`src/rtl/mem_access_master.sv`:
```
// Initiator for the 128-word data memory: byte stores and 1..MAX_BURST word
// read bursts, with per-beat range checking and fully registered outputs.
module mem_access_master #(
  parameter int AW        = 8,
  parameter int DW        = 32,
  parameter int BW        = 8,
  parameter int MEM_DEPTH = 128,
  parameter int MAX_BURST = 4,
  localparam int LW       = (MAX_BURST > 1) ? $clog2(MAX_BURST) : 1
) (
  input  logic          clk,
  input  logic          rst_n,
  input  logic          req_valid,
  output logic          req_ready,
  input  logic          req_we,
  input  logic [AW-1:0] req_addr,
  input  logic [LW-1:0] req_len,
  input  logic [BW-1:0] req_wdata,
  output logic          rsp_valid,
  input  logic          rsp_ready,
  output logic [DW-1:0] rsp_data,
  output logic          rsp_last,
  output logic          rsp_err,
  output logic [AW-1:0] mem_addr,
  output logic [BW-1:0] mem_wdata,
  output logic          mem_we,
  input  logic [DW-1:0] mem_rdata,
  output logic          busy
);

  typedef enum logic [1:0] {S_IDLE, S_READ, S_WRITE, S_RESP} state_e;

  state_e        state_q, state_d;
  logic          req_ready_q, req_ready_d;
  logic          rsp_valid_q, rsp_valid_d;
  logic [DW-1:0] rsp_data_q, rsp_data_d;
  logic          rsp_last_q, rsp_last_d;
  logic          rsp_err_q, rsp_err_d;
  logic [AW-1:0] mem_addr_q, mem_addr_d;
  logic [BW-1:0] mem_wdata_q, mem_wdata_d;
  logic          mem_we_q, mem_we_d;
  logic [AW-1:0] addr_q, addr_d;
  logic [LW-1:0] len_q, len_d;
  logic [LW-1:0] beat_q, beat_d;
  logic          accept;

  function automatic logic in_range(input logic [AW-1:0] a);
    return ({1'b0, a} < (AW+1)'(MEM_DEPTH));
  endfunction

  assign accept = req_valid & req_ready_q & (state_q == S_IDLE);

  always_ff @(posedge clk or negedge rst_n) begin
    if (!rst_n) begin
      state_q     <= S_IDLE;
      req_ready_q <= 1'b0;
      rsp_valid_q <= 1'b0;
      rsp_data_q  <= '0;
      rsp_last_q  <= 1'b0;
      rsp_err_q   <= 1'b0;
      mem_addr_q  <= '0;
      mem_wdata_q <= '0;
      mem_we_q    <= 1'b0;
      addr_q      <= '0;
      len_q       <= '0;
      beat_q      <= '0;
    end else begin
      state_q     <= state_d;
      req_ready_q <= req_ready_d;
      rsp_valid_q <= rsp_valid_d;
      rsp_data_q  <= rsp_data_d;
      rsp_last_q  <= rsp_last_d;
      rsp_err_q   <= rsp_err_d;
      mem_addr_q  <= mem_addr_d;
      mem_wdata_q <= mem_wdata_d;
      mem_we_q    <= mem_we_d;
      addr_q      <= addr_d;
      len_q       <= len_d;
      beat_q      <= beat_d;
    end
  end

  always_comb begin
    state_d = state_q;
    case (state_q)
      S_IDLE:  if (accept) state_d = !req_we ? S_READ : (in_range(req_addr) ? S_WRITE : S_RESP);
      S_READ:  state_d = S_RESP;
      S_WRITE: state_d = S_RESP;
      S_RESP:  if (rsp_ready) state_d = rsp_last_q ? S_IDLE : S_READ;
      default: state_d = S_IDLE;
    endcase
  end

  // Control outputs follow the next state so they are registered alongside it.
  always_comb begin
    req_ready_d = (state_d == S_IDLE);
    rsp_valid_d = (state_d == S_RESP);
    mem_we_d    = (state_d == S_WRITE);
    rsp_data_d  = rsp_data_q;
    rsp_last_d  = rsp_last_q;
    rsp_err_d   = rsp_err_q;
    mem_addr_d  = mem_addr_q;
    mem_wdata_d = mem_wdata_q;
    addr_d      = addr_q;
    len_d       = len_q;
    beat_d      = beat_q;
    case (state_q)
      S_IDLE: if (accept) begin
        addr_d     = req_addr;
        len_d      = req_we ? '0 : req_len;
        beat_d     = '0;
        mem_addr_d = req_addr;
        if (req_we) begin
          mem_wdata_d = req_wdata;
          // Out-of-range store skips WRITE and goes straight to an error ack.
          if (!in_range(req_addr)) begin
            rsp_data_d = '0;
            rsp_last_d = 1'b1;
            rsp_err_d  = 1'b1;
          end
        end
      end
      S_WRITE: begin
        rsp_data_d = '0;
        rsp_last_d = 1'b1;
        rsp_err_d  = 1'b0;
      end
      S_READ: begin
        rsp_data_d = in_range(addr_q) ? mem_rdata : '0;
        rsp_err_d  = !in_range(addr_q);
        rsp_last_d = (beat_q == len_q);
      end
      S_RESP: if (rsp_ready && !rsp_last_q) begin
        addr_d     = addr_q + 1'b1;
        mem_addr_d = addr_q + 1'b1;
        beat_d     = beat_q + 1'b1;
      end
      default: ;
    endcase
  end

  assign req_ready = req_ready_q;
  assign rsp_valid = rsp_valid_q;
  assign rsp_data  = rsp_data_q;
  assign rsp_last  = rsp_last_q;
  assign rsp_err   = rsp_err_q;
  assign mem_addr  = mem_addr_q;
  assign mem_wdata = mem_wdata_q;
  assign mem_we    = mem_we_q;
  assign busy      = (state_q != S_IDLE);

endmodule

```
`config.mk`:
```
export PLATFORM = sky130hd
export DESIGN_NAME = mem_access_master
export DESIGN_NICKNAME = d
export VERILOG_FILES = /design/src/rtl/mem_access_master.sv
export SDC_FILE = /design/constraint.sdc
export NUM_CORES = 1
export LEC_CHECK = 0
export BUFFER_PORTS_ARGS = -buffer_cell sky130_fd_sc_hd__buf_4
export CAP_MARGIN = 20
export CORE_AREA = 2 2 64 90
export CTS_BUF_LIST = sky130_fd_sc_hd__clkbuf_8
export DETAILED_ROUTE_END_ITERATION = 7
export DIE_AREA = 0 0 66 92
export PLACE_DENSITY = 0.85
export SYNTH_ARGS = -nofsm -noshare
export SYNTH_HDL_FRONTEND = slang
export SYNTH_SLANG_ARGS = --single-unit
```
`constraint.sdc`:
```
create_clock -name clk -period 4.3 [get_ports clk]
set_clock_uncertainty 0.05 [all_clocks]
set_input_delay 0.645 -clock clk [delete_from_list [all_inputs] [get_ports clk]]
set_output_delay 0.645 -clock clk [all_outputs]
set_load 0.05 [all_outputs]
```
Word level (Yosys, flattened, before mapping)
Index checks and enable logic that the tools add are counted.
{"block": "totals", "ff_bits": 59, "wordCells": 63}
{"block": "classes", "add_sub_neg": 2, "order_cmp": 2, "n_eq_ne": 10, "muxes": 23, "bitwise_logic": 2, "n_reduce_logical": 13}
{"op": "32-bit two-way mux", "n": 4}
{"op": "32-bit one-hot mux with 3 select lines", "n": 1}
{"op": "8-bit less-than comparator, second input constant", "n": 2}
{"op": "8-bit two-way mux", "n": 2}
{"op": "8-bit one-hot mux with 2 select lines", "n": 1}
{"op": "2-bit two-way mux", "n": 6}
{"op": "8-bit by 1-bit adder with 8-bit output, second input constant", "n": 1}
{"op": "2-bit == test, second input constant", "n": 4}
{"op": "2-bit inequality test, second input constant", "n": 4}
{"op": "1-bit one-hot mux with 3 select lines", "n": 2}
{"op": "2-bit one-hot mux with 3 select lines", "n": 1}
{"op": "3-bit AND reduction", "n": 2}
{"op": "1-bit two-way mux", "n": 5}
{"op": "2-bit zero test", "n": 2}
{"op": "2-bit one-hot mux with 2 select lines", "n": 1}
{"op": "4-bit AND reduction", "n": 1}
{"op": "2-bit nonzero test", "n": 2}
{"op": "3-bit nonzero test", "n": 1}
{"op": "2-bit by 1-bit adder with 2-bit output, second input constant", "n": 1}
{"op": "1-bit AND", "n": 2}
{"op": "2-bit by 1-bit == test with 1-bit output, second input constant", "n": 1}
{"op": "2-bit == test", "n": 1}
{"op": "1-bit zero test", "n": 2}
{"op": "2-bit AND reduction", "n": 1}
{"op": "other kinds (2)", "n": 2}

Logic depth before layout (Yosys ltp)
{"block": "depth", "word_depth": 6, "mapped_depth": 7, "mapped_depth_nobuf": 6}

Least setup slack after synthesis
OpenSTA, ideal clock, no wires.
{"block": "synth_path", "path_type": "flip-flop to output port", "startpoint": "register state_q[0]", "endpoint": "output busy", "arrival_ns": 1.169, "required_time_ns": 3.605, "setup_slack_ns": 2.436, "stages_incl_launch_ff": 5, "cell_sequence": "dfrtp_1 > inv_1 > ha_1 > buf_4 > inv_1"}
{"block": "synth_between", "elab_chain_cells": 1}
{"item": "from (decl)", "line_no": "33", "text": "state_e state_q, state_d;"}
{"item": "from (signal assigned)", "line_no": "68", "text": "state_q <= state_d;"}
{"item": "2-bit nonzero test", "line_no": "150", "text": "assign busy = (state_q != S_IDLE);"}
{"item": "to (decl)", "line_no": "28", "text": "output logic busy"}
Every way passes these cells.

Worst setup path after layout
{"block": "layout_path", "startpoint": "register state_q[0]", "endpoint": "register rsp_last_q, in the netlist rsp_last"}
{"block": "layout_between", "elab_chain_cells": 4, "word_cells_on_any_way": 10, "cone_classes": "eq/ne: 5; mux: 1; bitwise: 1; reduce/logical: 3"}
{"item": "2-bit zero test", "line_no": "51, 107"}
{"item": "1-bit AND", "line_no": "51", "text": "assign accept = req_valid & req_ready_q & (state_q == S_IDLE);"}
{"item": "2-bit inequality test (no source line)"}
{"item": "4-bit AND reduction (no source line)"}
{"item": "to (signal assigned)", "line_no": "72", "text": "rsp_last_q <= rsp_last_d;"}
{"item": "to (decl)", "line_no": "37", "text": "logic rsp_last_q, rsp_last_d;"}
Several ways; a longest one is shown, not always the timed one.
A chain may end at the register's enable or synchronous reset.

==> results.cfg <==
[routing]
finalWirelength_um = 6321
drt-pass1-iter-count = 4
ant_nets = 0
initialDrtViolationCount = 157
wl_per_cell_um = 13.86
vias = 2363
vias_per_cell = 5.182
drcViolationCount = 0

[clocking]
clockRootBuffer = clkbuf_8
hold_buffers = 0
cts_max_level = 3
insertion_delay_ns = 0.33
tritoncts = yes
postCtsResizedCells = 0
cts_inserted_buffers = 9
cts_max_path_buffers = 2
cts_sinks = 59
post_cts_buffers = 0
clkSlewWorstSetupHoldPaths_ns = 0.06

[layout]
nFillCells = 421
final_layout_size_suffix_gt1_share_pct = 36.08
diodes = 0
num-nets-final = 446
area_growth_syn_to_layout_pct = 38.75

[setup_path]
cp-end-kind = flip-flop
crit_type = flip-flop to flip-flop
path_max_fanout = 67
cp.required_ns = 4.46
arrival_ns = 2.69
cp-start-kind = flip-flop

[placement]
dp_hpwl_um = 4577
io_buffers = 108
gp_congestion = 0.7384
dp_slack_ns = 1.756

[sta]
hold_violations = 0
drv_slew = 0
worst_pin_slew_ns = 1.053
rsz0062_at_grt = false
setup_tns_ns = 0
setup_violations = 0
fin_ws_ns = 1.771
fin_crit_ns = 2.529
clock.fmax_mhz = 395.4
min_period_over_period_pct = 58.81
slew_headroom_pct = 29.78

[grt]
grt_first_pass_wirelength_um = 9977
track_usage_pct = 21.65
grt_overflow = 0
antenna_found_initial = 0
grt_pass1_vias = 2240
grt_start_max_net_pins = 68

[floorplan]
initial_utilization_pct = 50.91
num_rows = 32
fp.dieW_um = 66
ioPinCount = 109
dieArea_sq_um = 6072
core_sq_um = 5365
die_h_um = 92

[logic_synthesis]
synth_nets = 340
synth_ff_type = dfrtp_1
synthCells = 278
synth_seq_cells = 59
synth.distinct_cells = 40
avgSynthCellArea_sq_um = 9.825
yosys_warnings = 0
synth_area_sq_um = 2731
synth_edf_count = 0
synthArstFlopShare_pct = 100.0
yosysSeqAreaShare_pct = 54.05

[worst_hold_path]
hold_path.class = primary input to asynchronous set/reset pin

[run]
max_cap_viol_count = 0

[power]
ir_worst_vdd_mv = 0.5543
p_leak_uw = 0.001890
p_per_area_nw_per_um2 = 821.5

[outcome]
status = complete, no violations
## flip-flops by register name (all words and copies together) (netlist names)
register / count
rsp_data: 32
addr_q: 8
mem_wdata: 8
beat_q: 2
len_q: 2
state_q: 2
mem_we: 1
req_ready: 1
rsp_err: 1
rsp_last: 1
rsp_valid: 1
## through the flow
step,cells,area (sq um),util (%),total power [uW],hold WS [ns]
finish,456,3790,70.64,3113,0.3206
global route,456,3790,70.64,3291,0.3924
CTS,456,3790,70.64,3139,0.3498
detailed placement,441,3596,67.02,2642,0.4247
global placement,440,3568,66.51,2576,0.4196
floorplan,278,2731,-,2147,0.2994
## report_power, final
group,switching [uW],internal [uW]
registers,158,756
logic,1160,556
clock network,195,291
## placed cells by master (no fill, tap or decap), types with 3 or more instances in the layout
| master | n |
|---|---|
| buf_4 | 108 |
| nand2_1 | 71 |
| dfrtp_1 | 59 |
| o21ai_1 | 33 |
| nand2b_1 | 11 |
| clkbuf_8 | 11 |
| mux2_2 | 9 |
| inv_1 | 8 |
| o21ai_0 | 8 |
| ha_1 | 7 |
| nand3_1 | 6 |
| a21oi_1 | 4 |
| and2_1 | 4 |
| mux2i_1 | 3 |
| or2_2 | 3 |
| nor2_1 | 3 |
| nor2b_1 | 3 |
| mux2_1 | 3 |
| and3_1 | 3 |
| a221o_1 | 3 |
## final cells by class
class / count / area (sq um) / share of cell area, %
multi-input cells: 199 / 1174 / 30.97
flip-flops and latches: 59 / 1476 / 38.96
well taps: 68 / 85.08 / 2.245
clock buffers: 11 / 151.4 / 3.995
repair buffers: 109 / 838.3 / 22.12
clock inverters: 4 / 42.54 / 1.122
inverters: 6 / 22.52 / 0.5943
## cell usage after synthesis, types with 2 or more instances
cell,count,area share (%)
nand4_1,2,0.46
dfrtp_1,59,54
nor2b_1,4,0.92
ha_1,7,3.2
mux2_2,9,3.7
a221o_1,3,1.1
mux2i_1,3,1.1
or2_2,3,0.69
o21ai_1,33,6.0
o21ai_0,8,1.5
nand2_1,71,9.8
buf_2,5,0.92
a211oi_1,2,0.55
inv_1,6,0.82
a21oi_1,4,0.73
a311oi_1,2,0.64
clkbuf_1,7,0.96
and3_1,3,0.69
a22o_1,2,0.64
xor2_1,2,0.64
nand2b_1,11,2.5
a21o_1,2,0.55
and2_1,4,0.92
mux2_1,3,1.2
nor2_1,3,0.41
nand3_1,6,1.1
## worst paths after layout
path	startpoint	endpoint	slack, ns	cells after the start
worst min-delay path	rst_n	mem_wdata[3]	0.32	1
max in group asynchronous	rst_n	addr_q[5]	3.39	1
worst max register to register	state_q[0]	rsp_last	1.77	3
worst max-delay path	state_q[0]	rsp_last	1.77	3
worst min register to register	rsp_data[11]	rsp_data[11]	0.44	2
min in group clk	rsp_data[11]	rsp_data[11]	0.44	2
## layer usage
layer / up-vias / routed length (um) / global-route usage [%]
met3: 10 / 406 / 5.276
li1: 1155 / - / -
met2: 88 / 3295 / 38.47
met5: - / 0 / 0
met4: 0 / 100 / 8.673
met1: 1110 / 2518 / 24.34
## worst max-delay path: stages (launching register included)
cell and delay (ns):
dfrtp_1 0.43, ha_1 0.65, a21o_2 0.88, mux2_1 0.38
## cells by family (layout without fill, tap and decap cells)
kind of cell / count (synthesis) / count (layout) / synth area share [%]
AND/OR/NAND/NOR: 113 / 113 / 19.33
AO/OA/AOI/OAI: 62 / 62 / 13.61
flip-flops: 59 / 59 / 54.05
buffers and inverters: 20 / 130 / 3.115
multiplexers: 15 / 15 / 6.047
adder cells (fa/ha/maj): 7 / 7 / 3.206
XOR/XNOR: 2 / 2 / 0.6414
Power figures use the tool's default switching activity.
